`src/rtl/spi_slave_if.sv`:
```
// Pin and word-side bundle of the SPI slave: serial pins plus the parallel
// transmit/receive words and status pulses.
interface spi_slave_if #(
  parameter int WIDTH = 40
);
  logic [WIDTH-1:0] tx_data;
  logic [WIDTH-1:0] rx_data;
  logic             rx_valid;
  logic             busy;
  logic             frame_err;
  logic             overrun;
  logic             cs;
  logic             sck;
  logic             mosi;
  logic             miso;

  modport slave (
    input  tx_data, cs, sck, mosi,
    output rx_data, rx_valid, busy, frame_err, overrun, miso
  );

  modport master (
    output tx_data, cs, sck, mosi,
    input  rx_data, rx_valid, busy, frame_err, overrun, miso
  );
endinterface

```
`src/rtl/spi_slave.sv`:
```
// SPI mode-0 slave, fixed WIDTH-bit frames, oversampled by clk. All pins are
// synchronized; edges come from the last sync stage vs. one extra delayed copy.
module spi_slave #(
  parameter int WIDTH       = 40,
  parameter int SYNC_STAGES = 2
) (
  input  logic        clk,
  input  logic        rst,
  spi_slave_if.slave  bus
);
  localparam logic [5:0] CNT_FULL = 6'(WIDTH);
  localparam logic [5:0] CNT_LAST = 6'(WIDTH - 1);

  typedef enum logic [1:0] {IDLE, ARMED, SHIFT, WAIT_CS} state_t;

  state_t state, state_nx;

  logic [SYNC_STAGES-1:0] sck_sync, cs_sync, mosi_sync;
  logic                   sck_d, cs_d;
  logic [SYNC_STAGES:0]   vld_pipe;
  logic                   sck_s, cs_s, mosi_s;
  logic                   sck_rise, sck_fall, cs_rise, cs_fall;

  logic [WIDTH-1:0] tx_sr, rx_sr, rx_data;
  logic [5:0]       cnt;
  logic             miso, rx_valid, frame_err, overrun, ovr_done;

  logic load, do_rx, do_tx, done, ferr, ovr;

  assign sck_s    = sck_sync[SYNC_STAGES-1];
  assign cs_s     = cs_sync[SYNC_STAGES-1];
  assign mosi_s   = mosi_sync[SYNC_STAGES-1];
  assign sck_rise =  sck_s & ~sck_d;
  assign sck_fall = ~sck_s &  sck_d;
  assign cs_rise  =  cs_s  & ~cs_d;
  assign cs_fall  = ~cs_s  &  cs_d;

  always_ff @(posedge clk) begin
    if (rst) state <= IDLE;
    else     state <= state_nx;
  end

  always_comb begin
    state_nx = state;
    load     = 1'b0;
    do_rx    = 1'b0;
    do_tx    = 1'b0;
    done     = 1'b0;
    ferr     = 1'b0;
    ovr      = 1'b0;
    case (state)
      // vld_pipe keeps the reset-loaded sync values from faking an idle cs
      IDLE:    if (vld_pipe[SYNC_STAGES] && cs_s) state_nx = ARMED;
      ARMED:   if (cs_fall) begin
                 load     = 1'b1;
                 state_nx = SHIFT;
               end
      SHIFT:   if (cnt == CNT_FULL) begin
                 // completion wins over a cs rise that arrived with the last bit
                 done     = 1'b1;
                 state_nx = cs_s ? ARMED : WAIT_CS;
               end else begin
                 do_rx = sck_rise;
                 do_tx = sck_fall;
                 if (cs_rise && !(sck_rise && cnt == CNT_LAST)) begin
                   ferr     = 1'b1;
                   state_nx = ARMED;
                 end
               end
      WAIT_CS: begin
                 ovr = sck_rise & ~ovr_done;
                 if (cs_rise) state_nx = ARMED;
               end
      default: state_nx = IDLE;
    endcase
  end

  always_ff @(posedge clk) begin
    if (rst) begin
      sck_sync  <= '0;
      cs_sync   <= '1;
      mosi_sync <= '0;
      sck_d     <= 1'b0;
      cs_d      <= 1'b1;
      vld_pipe  <= '0;
      tx_sr     <= '0;
      rx_sr     <= '0;
      rx_data   <= '0;
      cnt       <= '0;
      miso      <= 1'b0;
      rx_valid  <= 1'b0;
      frame_err <= 1'b0;
      overrun   <= 1'b0;
      ovr_done  <= 1'b0;
    end else begin
      sck_sync  <= {sck_sync[SYNC_STAGES-2:0],  bus.sck};
      cs_sync   <= {cs_sync[SYNC_STAGES-2:0],   bus.cs};
      mosi_sync <= {mosi_sync[SYNC_STAGES-2:0], bus.mosi};
      sck_d     <= sck_s;
      cs_d      <= cs_s;
      vld_pipe  <= {vld_pipe[SYNC_STAGES-1:0], 1'b1};
      rx_valid  <= done;
      frame_err <= ferr;
      overrun   <= ovr;

      if (load) begin
        tx_sr    <= bus.tx_data;
        rx_sr    <= '0;
        cnt      <= '0;
        ovr_done <= 1'b0;
      end
      if (do_rx) begin
        rx_sr <= {rx_sr[WIDTH-2:0], mosi_s};
        cnt   <= cnt + 6'd1;
      end
      if (do_tx) tx_sr <= {tx_sr[WIDTH-2:0], 1'b0};
      if (done)  rx_data <= rx_sr;
      if (ovr)   ovr_done <= 1'b1;

      if (state_nx != SHIFT && state_nx != WAIT_CS) miso <= 1'b0;
      else if (load)                                miso <= bus.tx_data[WIDTH-1];
      else if (do_tx)                               miso <= tx_sr[WIDTH-2];
      else if (state == WAIT_CS && sck_fall)        miso <= 1'b0;
    end
  end

  assign bus.rx_data   = rx_data;
  assign bus.rx_valid  = rx_valid;
  assign bus.frame_err = frame_err;
  assign bus.overrun   = overrun;
  assign bus.miso      = miso;
  assign bus.busy      = (state == SHIFT) || (state == WAIT_CS);
endmodule

```
`src/flat_wrapper.sv`:
```
// flat-port wrapper written by rule: the top's interface ports become plain ports
module spi_slave_flat 
#(
  parameter int WIDTH       = 40,
  parameter int SYNC_STAGES = 2
)
  (clk, rst, bus_tx_data, bus_cs, bus_sck, bus_mosi, bus_rx_data, bus_rx_valid, bus_busy, bus_frame_err, bus_overrun, bus_miso);
  spi_slave_if #(.WIDTH(WIDTH)) bus_i ();
  input  logic clk;
  input  logic rst;
  input wire logic [$bits(bus_i.tx_data)-1:0] bus_tx_data;
  input wire logic [$bits(bus_i.cs)-1:0] bus_cs;
  input wire logic [$bits(bus_i.sck)-1:0] bus_sck;
  input wire logic [$bits(bus_i.mosi)-1:0] bus_mosi;
  output wire logic [$bits(bus_i.rx_data)-1:0] bus_rx_data;
  output wire logic [$bits(bus_i.rx_valid)-1:0] bus_rx_valid;
  output wire logic [$bits(bus_i.busy)-1:0] bus_busy;
  output wire logic [$bits(bus_i.frame_err)-1:0] bus_frame_err;
  output wire logic [$bits(bus_i.overrun)-1:0] bus_overrun;
  output wire logic [$bits(bus_i.miso)-1:0] bus_miso;
  assign bus_i.tx_data = bus_tx_data;
  assign bus_i.cs = bus_cs;
  assign bus_i.sck = bus_sck;
  assign bus_i.mosi = bus_mosi;
  assign bus_rx_data = bus_i.rx_data;
  assign bus_rx_valid = bus_i.rx_valid;
  assign bus_busy = bus_i.busy;
  assign bus_frame_err = bus_i.frame_err;
  assign bus_overrun = bus_i.overrun;
  assign bus_miso = bus_i.miso;
  spi_slave #(.WIDTH(WIDTH), .SYNC_STAGES(SYNC_STAGES)) u_core (.clk(clk), .rst(rst), .bus(bus_i));
endmodule
```
`config.mk`:
```
export PLATFORM = sky130hd
export DESIGN_NAME = spi_slave_flat
export DESIGN_NICKNAME = d
export VERILOG_FILES = /design/src/rtl/spi_slave_if.sv /design/src/rtl/spi_slave.sv /design/src/flat_wrapper.sv
export SDC_FILE = /design/constraint.sdc
export NUM_CORES = 1
export LEC_CHECK = 0
export ABC_CLOCK_PERIOD_IN_PS = 1800
export CORE_MARGIN = 1
export CORE_UTILIZATION = 45
export CTS_CLUSTER_SIZE = 8
export DETAILED_ROUTE_END_ITERATION = 16
export GPL_TIMING_DRIVEN = 0
export PLACE_DENSITY_LB_ADDON = 0.05
export SETUP_SLACK_MARGIN = 0.3
export SLEW_MARGIN = 0
export SYNTH_ARGS = -nofsm -noshare
export SYNTH_HDL_FRONTEND = slang
export SYNTH_SLANG_ARGS = --single-unit
```
`constraint.sdc`:
```
create_clock -name clk -period 1.8 [get_ports clk]
set_clock_uncertainty 0.1 [all_clocks]
set_input_delay 0.36 -clock clk [delete_from_list [all_inputs] [get_ports clk]]
set_output_delay 0.36 -clock clk [all_outputs]
set_load 0.02 [all_outputs]
```
==> results.toml, run 1 <==
[die]
die_h_um = 113
chipWidth_um = 113
rows = 40
initial_core_util_pct = 46.4
core_area_um2 = 12000
io-pin-count = 90
dieArea_um2 = 12800

[sta]
worstMarginPinSlew_ps = 694
finalMaxSlewViolations = 0
final.min_clock_period_ps = 1750
max_freq_mhz = 571
finalHoldViolCount = 0
rsz0062_at_grt = "yes"
setup_viol = 0
relSlewSlack_pct = 53.7
fin_crit_sh_pct = 97.3
finalSetupTns_ps = 0

[pwr]
p_per_area_nw_per_um2 = 789
p_leak_nw = 3.57
ir_drop_uv = 689

[clock_tree]
cts_max_path_buffers = 2
cts_tree = "built"
path_clk_slew_ps = 60
clock-sinks = 143
cts_made_buffers = 17
postCtsHoldBufs = 0
h-tree-depth = 4
clkLatencyLatePin_ps = 420
cts-root-buf = "clkbuf_16"

[grt]
grt_pass1_wl_mm = 24.3
antenna_found_initial = 0
grt_usage_pct = 24.1
grt-ovfl-total = 0
grt_pass1_vias = 5140
grt_max_degree = 17

[route]
drt_wl_total_mm = 15.7
via_count = 5132
final_antenna_net_count = 0
first_pass_iters = 4
wire_per_inst_um = 16.5
vias_per_cell = 5.41
drc = 0
drtIter0Drc = 269

[yosys]
synth.distinct_cells = 46
ys_seq_area_share_pct = 51.4
netlist_instances = 636
synth.avg_cell_area_um2 = 8.75
syn_nets = 683
netlist_area_um2 = 5570
synth-seq-cells = 143
yosys_warnings = 0

[final_layout]
syn2layout_area_growth_pct = 56.5
layout-drive-gt1-share_pct = 45.4
nets = 836
layout_commonest_cell = "dfxtp_1"
most-common-layout-cells = "dfxtp_1 (135), a21oi_2 (67), nand2_1 (65), clkdlybuf4s50_1 (44), nor2_1 (43)"
fin_cells = 949
fillers = 855
n_antenna_cell = 0

[setup_path]
worstReg2RegStart = "u_core.state[0]"
critPathLaunchType = "flip-flop"
worstSetupEndpointType = "flip-flop"
cp_data_required_time_ps = 2050
crit_start = "u_core.state[0]"
crit_type = "reg2reg"
cp_data_arrival_time_ps = 2000
critical_path.max_fanout = 5

[placed_design]
io_buffers = 89
hpwl_mm = 8.79
numPlacedInstances = 872
place_congestion = 0.780

[run]
cap_violations = 0

[run_status]
outcome = "finished clean"

[hold_path]
hold_class = "reg2reg"
worstHoldStart = "u_core.cs_sync[0]"
cells by family after synthesis:
family / share of synthesized area, %
AOI/OAI and AO/OA: 15.7
adders and majority gates: 0.449
buffers and inverters: 5.15
DFF: 51.4
muxes: 6.85
and+or+nand+nor: 20.5
cell usage after synthesis (all sizes together):
master / count / area, µm²
a211oi: 38 / 285
a21oi: 85 / 425
a221oi: 1 / 8.76
a22o: 1 / 8.76
a311oi: 2 / 17.5
a31o: 1 / 8.76
a31oi: 2 / 12.5
and2: 1 / 6.26
and2b: 1 / 7.51
and3: 2 / 12.5
and4bb: 3 / 41.3
buf: 31 / 178
clkbuf: 22 / 86.3
dfxtp: 143 / 2860
ha: 2 / 25.0
inv: 6 / 22.5
mux2: 1 / 11.3
mux2i: 37 / 370
nand2: 126 / 473
nand2b: 2 / 12.5
nand3: 51 / 255
nand3b: 1 / 11.3
nand4b: 1 / 8.76
nor2: 44 / 165
nor2b: 11 / 68.8
nor3: 1 / 10.0
nor4: 1 / 6.26
nor4b: 2 / 17.5
o2111ai: 1 / 26.3
o211ai: 1 / 7.51
o21a: 1 / 7.51
o21ai: 4 / 23.8
o22ai: 1 / 6.26
o31a: 1 / 8.76
o41ai: 2 / 25.0
or2: 3 / 18.8
or2b: 1 / 11.3
or3: 1 / 6.26
or4: 1 / 7.51
final timing paths:
path,endpoint,slack (ps),cells past startpoint
setup / recovery,u_core.rx_sr[14],50,8
setup reg to reg,u_core.rx_sr[14],50,8
hold / removal,u_core.cs_sync[1],310,1
hold reg to reg,u_core.cs_sync[1],310,1
critical path, cell delays in order, from the launching register on:
cell	delay, ps
dfxtp_2	320
buf_6	120
and4bb_4	350
o21a_1	170
buf_6	140
buf_12	120
buf_8	130
nand2_2	70
a21oi_2	150
where the power goes:
group | switching [mW] | leakage [nW] | internal, mW | total, mW
combinational | 0.104 | 2.14 | 0.112 | 0.216
sequential | 0.00791 | 1.16 | 3.17 | 3.18
clock | 1.43 | 0.272 | 2.05 | 3.48
metrics by stage:
step           utilization (%)  area (µm²)  total power [mW]  setup slack (ps)  hold slack, ps
3_5_place_dp              55.9        6710              3.44              -638             300
2_1_floorplan                -        5640              3.31               289             289
5_1_grt                   72.6        8720              7.08             -29.5             320
6_report                  72.6        8720              6.88              48.4             312
4_1_cts                   69.3        8330              6.90               122             313
3_3_place_gp              55.9        6710              3.44              -593             296
cell type report:
class	count	area (µm²)	area share [%]
buffer	53	498	5.71
tap	147	184	2.11
sequential	143	2880	33.0
clock inverter	15	164	1.88
timing repair buffer	134	1250	14.4
inverter	6	22.5	0.258
clock buffer	17	425	4.88
multi-input combinational	434	3290	37.7
timing repair:
action | CTS | global route
cloned | 15 | 0
buffers inserted | 22 | 8
resized for setup | 326 | 177
pin swaps | 49 | 54
setup endpoints to repair | 178 | 165
registers in the layout, indices dropped and copies added, names as in the netlist, 2 cells and up:
signal and flops:
u_core.sck_sync 2, u_core.cs_sync 2, u_core.vld_pipe 3, u_core.bus.rx_data 40, u_core.state 2, u_core.rx_sr 40, u_core.mosi_sync 2, u_core.tx_sr 39
u_core.cnt 6
layer usage:
layer,GRT usage (%),vias to the layer above,share of wire [%]
met3,6.86,30,4.2
met4,11.8,0,2.1
met1,26.6,2471,40
met2,42.5,114,53
li1,-,2517,-
met5,0,-,0
(Power assumes the default switching activity.)
==> run 2: changes to the inputs <==
Settings changed: CORE_UTILIZATION 45 to 30, SLEW_MARGIN 0 to 20.
==> results.toml, run 2 (synthesis gave the netlist of run 1 again) <==
[clock_tree]
path_clk_slew_ps = 60
cts-root-buf = "clkbuf_16"
h-tree-depth = 4
clkLatencyLatePin_ps = 420
cts_tree = "built"
postCtsHoldBufs = 0
cts_made_buffers = 17
cts_max_path_buffers = 2
clock-sinks = 143

[die]
dieArea_um2 = 19100
core_area_um2 = 18100
io-pin-count = 90
chipWidth_um = 138
rows = 49
initial_core_util_pct = 30.8
die_h_um = 138

[sta]
final.min_clock_period_ps = 1730
finalMaxSlewViolations = 0
finalHoldViolCount = 0
relSlewSlack_pct = 57.6
worstMarginPinSlew_ps = 636
rsz0062_at_grt = "yes"
finalWorstSetupSlack_ps = 73.0
fin_crit_sh_pct = 95.9
max_freq_mhz = 579
setup_viol = 0
finalSetupTns_ps = 0

[pwr]
p_per_area_nw_per_um2 = 793
ir_drop_uv = 649
p_leak_nw = 3.62

[final_layout]
final_util_pct = 49.6
n_antenna_cell = 0
fin_cells = 1034
top_regs = "u_core.bus.rx_data (40), u_core.rx_sr (40), u_core.tx_sr (39)"
most-common-layout-cells = "dfxtp_1 (134), a21oi_2 (64), nand2_1 (61), clkdlybuf4s50_1 (44), buf_2 (37)"
nets = 839
layout-drive-gt1-share_pct = 48.2
layout_commonest_cell = "dfxtp_1"
syn2layout_area_growth_pct = 61.0

[route]
drt_wl_total_mm = 15.8
wire_per_inst_um = 15.3
first_pass_iters = 10
via_count = 5020
drtIter0Drc = 145
drc = 7
vias_per_cell = 4.85
final_antenna_net_count = 0

[run_status]
outcome = "finished, violations left"
violations = "design-rule violations"

[grt]
antenna_found_initial = 0
grt_usage_pct = 16.6
grt_pass1_wl_mm = 25.3
grt-ovfl-total = 0
grt_pass1_vias = 5021
grt_max_degree = 17

[placed_design]
io_buffers = 89
hpwl_mm = 9.73
place_congestion = 0.743
numPlacedInstances = 954
place_ws_ps = -602

[run]
cap_violations = 0

[setup_path]
cp_data_arrival_time_ps = 1900
critPathLaunchType = "flip-flop"
crit_type = "reg2reg"
crit_chain = "or2b_4, o2111ai_4, buf_12, buf_12, buf_8, a211oi_1"
max_stage_delay_ps = 350
crit_top_cell = "buf_12"
cp_data_required_time_ps = 1970
crit_slowest_cell = "dfxtp_2"
critical_path_buf_inv_count = 3
worstSetupEndpointType = "flip-flop"
critical_path.max_fanout = 10
path_delay_family = "buffers and inverters"

[hold_path]
hold_class = "reg2reg"
## run 2: routing by layer
layer / global-route usage (%) / wire length, µm / up-vias / part of all wire (%)
met1: 19.4 / 6900 / 2423 / 44
met2: 29.2 / 8140 / 78 / 51
met5: 0 / 0 / - / 0
li1: - / - / 2509 / -
met3: 4.71 / 663 / 10 / 4.2
met4: 5.56 / 138 / 0 / 0.87
## run 2: where the power goes
| group | switching, mW | internal [mW] | leakage (nW) | total (mW) |
|---|---|---|---|---|
| logic | 0.101 | 0.113 | 2.17 | 0.214 |
| registers | 0.00711 | 3.17 | 1.16 | 3.18 |
| clock network | 1.40 | 2.32 | 0.296 | 3.72 |
## run 2: worst paths after layout
kind,slack [ps],cells after the start,startpoint,to
setup / recovery,70,6,u_core.cnt[5],u_core.tx_sr[20]
hold / removal,320,1,u_core.cs_sync[0],u_core.cs_sync[1]
setup reg to reg,70,6,u_core.cnt[5],u_core.tx_sr[20]
hold reg to reg,320,1,u_core.cs_sync[0],u_core.cs_sync[1]
## run 2: area by class of cell
| type | instances | area [µm²] |
|---|---|---|
| multi-input combinational | 434 | 3330 |
| buffer | 53 | 518 |
| clock buffer | 18 | 429 |
| timing repair buffer | 137 | 1310 |
| inverter | 6 | 22.5 |
| sequential | 143 | 2880 |
| tap | 229 | 287 |
| fill | 1695 | 9120 |
| clock inverter | 14 | 193 |
## run 2: through the flow
step	cell area, µm²	power (mW)	hold WS [ps]
6_report	8960	7.11	316
5_1_grt	8960	7.37	349
4_1_cts	8500	7.20	315
3_5_place_dp	6810	3.44	297
3_3_place_gp	6810	3.44	296
2_1_floorplan	5640	3.31	289
## run 2: what timing repair did
action | CTS | global route
setup endpoints to repair | 178 | 166
buffers inserted | 20 | 8
cloned | 16 | 4
pin swaps | 71 | 58
resized for setup | 350 | 176
## run 2: worst reg2reg max path, cell delays in order (launching register included)
cell	delay (ps)
dfxtp_2	350
or2b_4	340
o2111ai_4	240
buf_12	190
buf_12	160
buf_8	140
a211oi_1	80
